--- config.mk ---
export PLATFORM = sky130hd
export DESIGN_NAME = dmem_wait_ctrl_flat
export DESIGN_NICKNAME = d
export VERILOG_FILES = /design/src/rtl/dmem_wait_ctrl_if.sv /design/src/rtl/dmem_wait_ctrl.sv /design/src/flat_wrapper.sv
export SDC_FILE = /design/constraint.sdc
export NUM_CORES = 2
export LEC_CHECK = 0
export CAP_MARGIN = 20
export CORE_MARGIN = 3
export CORE_UTILIZATION = 30
export CTS_CLUSTER_DIAMETER = 30
export DETAILED_ROUTE_END_ITERATION = 12
export HOLD_SLACK_MARGIN = 0.06
export PLACE_DENSITY = 0.46
export SYNTH_ARGS = -nofsm -noshare
export SYNTH_HDL_FRONTEND = slang
export SYNTH_SLANG_ARGS = --single-unit
--- constraint.sdc ---
create_clock -name clk -period 4.85 [get_ports clk]
set_clock_uncertainty 0.05 [all_clocks]
set_input_delay 0.97 -clock clk [delete_from_list [all_inputs] [get_ports clk]]
set_output_delay 0.97 -clock clk [all_outputs]
set_load 0.05 [all_outputs]
--- src/rtl/dmem_wait_ctrl_if.sv ---
// Request/response bus between the core (master) and the wait-state data memory (slave).
// The core holds all request qualifiers stable until it sees the ready pulse.
interface dmem_wait_ctrl_if;
    logic        req;
    logic        we;
    logic [3:0]  be;
    logic [31:0] addr;
    logic [31:0] wdata;
    logic [31:0] rdata;
    logic        ready;
    logic        err;
    logic        stall;

    modport master (
        output req, we, be, addr, wdata,
        input  rdata, ready, err, stall
    );

    modport slave (
        input  req, we, be, addr, wdata,
        output rdata, ready, err, stall
    );
endinterface

--- src/rtl/dmem_wait_ctrl.sv ---
// Data memory with LATENCY wait states, per-byte write enables and error reporting.
// Latency: accept edge + LATENCY+1 cycles to the ready pulse; stall holds the pipeline until then.
// Backpressure: one access in flight; requests are not sampled again until the FSM is back in IDLE.
module dmem_wait_ctrl #(
    parameter int DEPTH   = 64,
    parameter int LATENCY = 2
) (
    input  logic           clk,
    input  logic           reset,
    dmem_wait_ctrl_if.slave bus
);
    localparam int AW = $clog2(DEPTH);

    typedef enum logic [1:0] {IDLE, WAIT, RESP} state_t;

    state_t      state;
    logic [3:0]  cnt;
    logic        ready_q;
    logic        err_q;
    logic [31:0] rdata_q;

    logic        l_we;
    logic [3:0]  l_be;
    logic [31:0] l_addr;
    logic [31:0] l_wdata;

    logic [31:0] mem [DEPTH];

    logic        c_we;
    logic [3:0]  c_be;
    logic [31:0] c_addr;
    logic [31:0] c_wdata;
    logic        commit;
    logic        bad;
    logic [AW-1:0] widx;

    // With zero wait states the access commits on the accept edge, straight from the bus;
    // otherwise it commits from the copy taken at accept, so a dropped req cannot corrupt it.
    always_comb begin
        c_we    = l_we;
        c_be    = l_be;
        c_addr  = l_addr;
        c_wdata = l_wdata;
        if (state == IDLE) begin
            c_we    = bus.we;
            c_be    = bus.be;
            c_addr  = bus.addr;
            c_wdata = bus.wdata;
        end
        commit = ((state == IDLE) && bus.req && (LATENCY == 0)) ||
                 ((state == WAIT) && (cnt == 4'd1));
        bad    = (c_addr[1:0] != 2'b00) || ({2'b00, c_addr[31:2]} >= 32'(DEPTH));
        widx   = c_addr[AW+1:2];
    end

    always_ff @(posedge clk) begin
        if (reset) begin
            state   <= IDLE;
            cnt     <= 4'd0;
            ready_q <= 1'b0;
            err_q   <= 1'b0;
            rdata_q <= 32'h0;
            l_we    <= 1'b0;
            l_be    <= 4'h0;
            l_addr  <= 32'h0;
            l_wdata <= 32'h0;
        end else begin
            ready_q <= 1'b0;
            err_q   <= 1'b0;
            case (state)
                IDLE: begin
                    if (bus.req) begin
                        l_we    <= bus.we;
                        l_be    <= bus.be;
                        l_addr  <= bus.addr;
                        l_wdata <= bus.wdata;
                        cnt     <= 4'(LATENCY);
                        state   <= (LATENCY == 0) ? RESP : WAIT;
                    end
                end
                WAIT: begin
                    cnt <= cnt - 4'd1;
                    if (cnt == 4'd1)
                        state <= RESP;
                end
                RESP:    state <= IDLE;
                default: state <= IDLE;
            endcase
            if (commit) begin
                ready_q <= 1'b1;
                err_q   <= bad;
                if (!c_we)
                    rdata_q <= bad ? 32'h0 : mem[widx];
            end
        end
    end

    // Storage is deliberately not reset; a reset on the commit edge discards the write.
    always_ff @(posedge clk) begin
        if (!reset && commit && c_we && !bad) begin
            for (int i = 0; i < 4; i++) begin
                if (c_be[i])
                    mem[widx][8*i +: 8] <= c_wdata[8*i +: 8];
            end
        end
    end

    assign bus.rdata = rdata_q;
    assign bus.ready = ready_q;
    assign bus.err   = err_q;
    assign bus.stall = bus.req & ~ready_q;
endmodule

--- src/flat_wrapper.sv ---
// flat-port wrapper written by rule: the top's interface ports become plain ports
module dmem_wait_ctrl_flat 
#(
    parameter int DEPTH   = 64,
    parameter int LATENCY = 2
)
  (clk, reset, bus_req, bus_we, bus_be, bus_addr, bus_wdata, bus_rdata, bus_ready, bus_err, bus_stall);
  dmem_wait_ctrl_if bus_i ();
  input  logic clk;
  input  logic reset;
  input wire logic [$bits(bus_i.req)-1:0] bus_req;
  input wire logic [$bits(bus_i.we)-1:0] bus_we;
  input wire logic [$bits(bus_i.be)-1:0] bus_be;
  input wire logic [$bits(bus_i.addr)-1:0] bus_addr;
  input wire logic [$bits(bus_i.wdata)-1:0] bus_wdata;
  output wire logic [$bits(bus_i.rdata)-1:0] bus_rdata;
  output wire logic [$bits(bus_i.ready)-1:0] bus_ready;
  output wire logic [$bits(bus_i.err)-1:0] bus_err;
  output wire logic [$bits(bus_i.stall)-1:0] bus_stall;
  assign bus_i.req = bus_req;
  assign bus_i.we = bus_we;
  assign bus_i.be = bus_be;
  assign bus_i.addr = bus_addr;
  assign bus_i.wdata = bus_wdata;
  assign bus_rdata = bus_i.rdata;
  assign bus_ready = bus_i.ready;
  assign bus_err = bus_i.err;
  assign bus_stall = bus_i.stall;
  dmem_wait_ctrl #(.DEPTH(DEPTH), .LATENCY(LATENCY)) u_core (.clk(clk), .reset(reset), .bus(bus_i));
endmodule
==> results.cfg <==
[run_status]
status = finished, final reports clean

[die]
row_count = 191
start_util = 0.303
dieHeight_microns = 531
die_w_microns = 531
design.die.area_sq_um = 282000
core_sq_um = 272000
pin_count = 107

[synth]
seq_area_frac_synth = 0.771
synth_top_family_by_area = compound AO/OA/AOI/OAI gates
synth_edf_count = 2048
yosys_warnings = 0
syn_nets = 5960
synthAdderAreaFrac = 0.000303
synth_xor_area_frac = 0
yosysUniqueCellTypes = 61
ys_seq_elements = 2157
synthCells = 5886
synth_flop_cell = edfxtp_1
synth_area_per_cell_sq_um = 14.0
synth_compound_area_frac = 0.104
synthArstFlopShare = 0
synth_mux_area_frac = 0.00746
synthesis.area_sq_um = 82600
synth-simple-area-share = 0.0948

[worst_setup_path]
cp.arrival_ps = 5380
worstPathMaxFanout = 26
r2r-end = u_core.bus.rdata[31]
worstPathRequired_ps = 5630
rrSetupSlack_ps = 240
start_kind = flop
reg2regPathDepth = 11
cp-end-kind = flop
worstReg2RegStart = u_core.state[1]
critPathCapture = u_core.bus.rdata[31]
criticalPathCategory = reg2reg
startpoint = u_core.state[1]

[layout]
drive_gt1_frac = 0.203
final_cell_mix = edfxtp_1, nand2_1, a21oi_1
n_fill_cell = 25300
final_common_cell = edfxtp_1
fin_nets = 6696
design_area_sq_um = 107000
area_delta_synth_final_pct = 30.1

[global_route]
antenna_found_initial = 15
met1_usage = 0.289
grt_pass1_vias = 56600
grt_pass1_wl_microns = 428000
track_usage = 0.210
gr-total-overflow = 0
grt_use_met2 = 0.341
met3_usage = 0.0357
grt_max_degree = 76
top_usage_layer = met2

[clocking]
clockBufferDepth = 4
worstSkewPairLatency_ps = 910
cts_hold_buf = 0
numCtsBuffers = 450
htreeDepth = 5
cts_tree = built
cts.clk_slew.worst_paths_ps = 50
cts_sinks = 2157
postCtsSetupBuffers = 0
root_buffer = clkbuf_16
cts-resized-gates = 0

[placed_design]
place.gp.congestion = 0.831
portBuffers = 106
placed_area_sq_um = 92200
hpwlAfterDp_microns = 186000
place_ws_ps = -305

[sta]
worst_pin_slew_ps = 1250
final-setup-viol-count = 0
fmax_mhz = 217
fin_ws_ps = 242
hold_violations = 0
maxSlewHeadroom = 0.166
rsz0062_at_grt = false
slew_violations = 0
min_period_over_period = 0.950
min_period_ps = 4610

[route]
viasPerCell = 5.36
drt-initial-drc-count = 6363
vias = 56700
wire_per_inst_microns = 28.7
drc = 0
routed_wl_microns = 304000
drtPass1Iterations = 6
ant_nets = 0

[power_and_ir_drop]
leakagePower_uw = 0.0365
irDropWorstVdd_v = 0.000357
power.total_uw = 55100
power_density_nw_per_um2 = 513

[min_path]
min_path_type = in2reg

[run]
max-cap-violations = 0
[through the flow]
step	util	std cells	TNS, ps	hold WS, ps
after floorplan	-	5886	0	386
after global placement	0.339	9739	-259	393
after detailed placement	0.339	9739	-305	397
after CTS	0.395	10600	0	305
after global routing	0.395	10600	0	355
final	0.395	10600	0	365
[layout make-up]
class / instances / area (sq um) / share of cell area
well taps: 3570 / 4470 / 0.0416
flip-flops and latches: 2157 / 63700 / 0.593
clock buffers: 513 / 11700 / 0.109
inverters: 21 / 78.8 / 0.000734
clock inverters: 324 / 3560 / 0.0332
multi-input cells: 3279 / 17500 / 0.162
repair buffers: 713 / 6500 / 0.0605
diodes: 4 / 10.0 / 0.0000932
[registers in the layout, summed over array words and instances, names as in the netlist]
signal	flops
u_core.bus.err	1
u_core.bus.rdata	32
u_core.bus.ready	1
u_core.cnt	4
u_core.l_addr	32
u_core.l_be	4
u_core.l_wdata	32
u_core.l_we	1
u_core.mem	2048
u_core.state	2
[where the power goes]
group          switching, uW  internal [uW]
sequential              24.9          20700
clock                  10200          20400
combinational           2840            956
[per-layer routing]
layer | wire (microns) | part of all wire
met1 | 129000 | 0.43
met2 | 143000 | 0.47
met3 | 22300 | 0.073
met4 | 8770 | 0.029
met5 | 0 | 0
[how the worst min path moves through the flow]
stage / startpoint / end / slack, ps / depth (start not counted)
final: reset / u_core.bus.ready / 370 / 3
after global routing: reset / u_core.bus.ready / 360 / 3
after CTS: reset / u_core.bus.ready / 310 / 3
after detailed placement: u_core.l_wdata[22] / u_core.l_wdata[22] / 400 / 2
after global placement: u_core.l_wdata[0] / u_core.l_wdata[0] / 390 / 2
after floorplan: u_core.l_addr[0] / u_core.l_addr[0] / 390 / 2
[synth_stat cells, types with 14 or more instances]
cell / n / area (sq um)
a31oi_1: 86 / 538
nor3_1: 261 / 1310
a32o_1: 14 / 140
o22ai_1: 355 / 2220
o221ai_1: 28 / 245
buf_1: 131 / 492
a32oi_1: 68 / 596
inv_1: 21 / 78.8
nand3_1: 145 / 726
clkbuf_1: 184 / 691
nor2_1: 216 / 811
dfxtp_1: 109 / 2180
mux2i_1: 57 / 571
buf_2: 114 / 571
a22oi_1: 118 / 886
o21ai_0: 42 / 210
nor4_1: 71 / 444
a22o_1: 22 / 193
edfxtp_1: 2048 / 61500
nand2_1: 1068 / 4010
or4_1: 18 / 135
a21oi_1: 549 / 2750
[cells by family after synthesis]
kind of cell	Yosys count
and+or+nand+nor	1839
muxes	61
adders and majority gates	2
DFF	2157
buffers and inverters	450
AOI/OAI and AO/OA	1377
[worst max-delay path: stages, from the launching register on]
cell	delay, ps
dfxtp_1	310
buf_4	200
nor2_4	610
a21o_4	630
buf_12	280
buf_4	270
nand2_1	70
and3_1	210
nor4_1	700
o22ai_1	270
nor4_1	630
a22o_1	210
No activity file was read; power rests on OpenSTA's default activity.
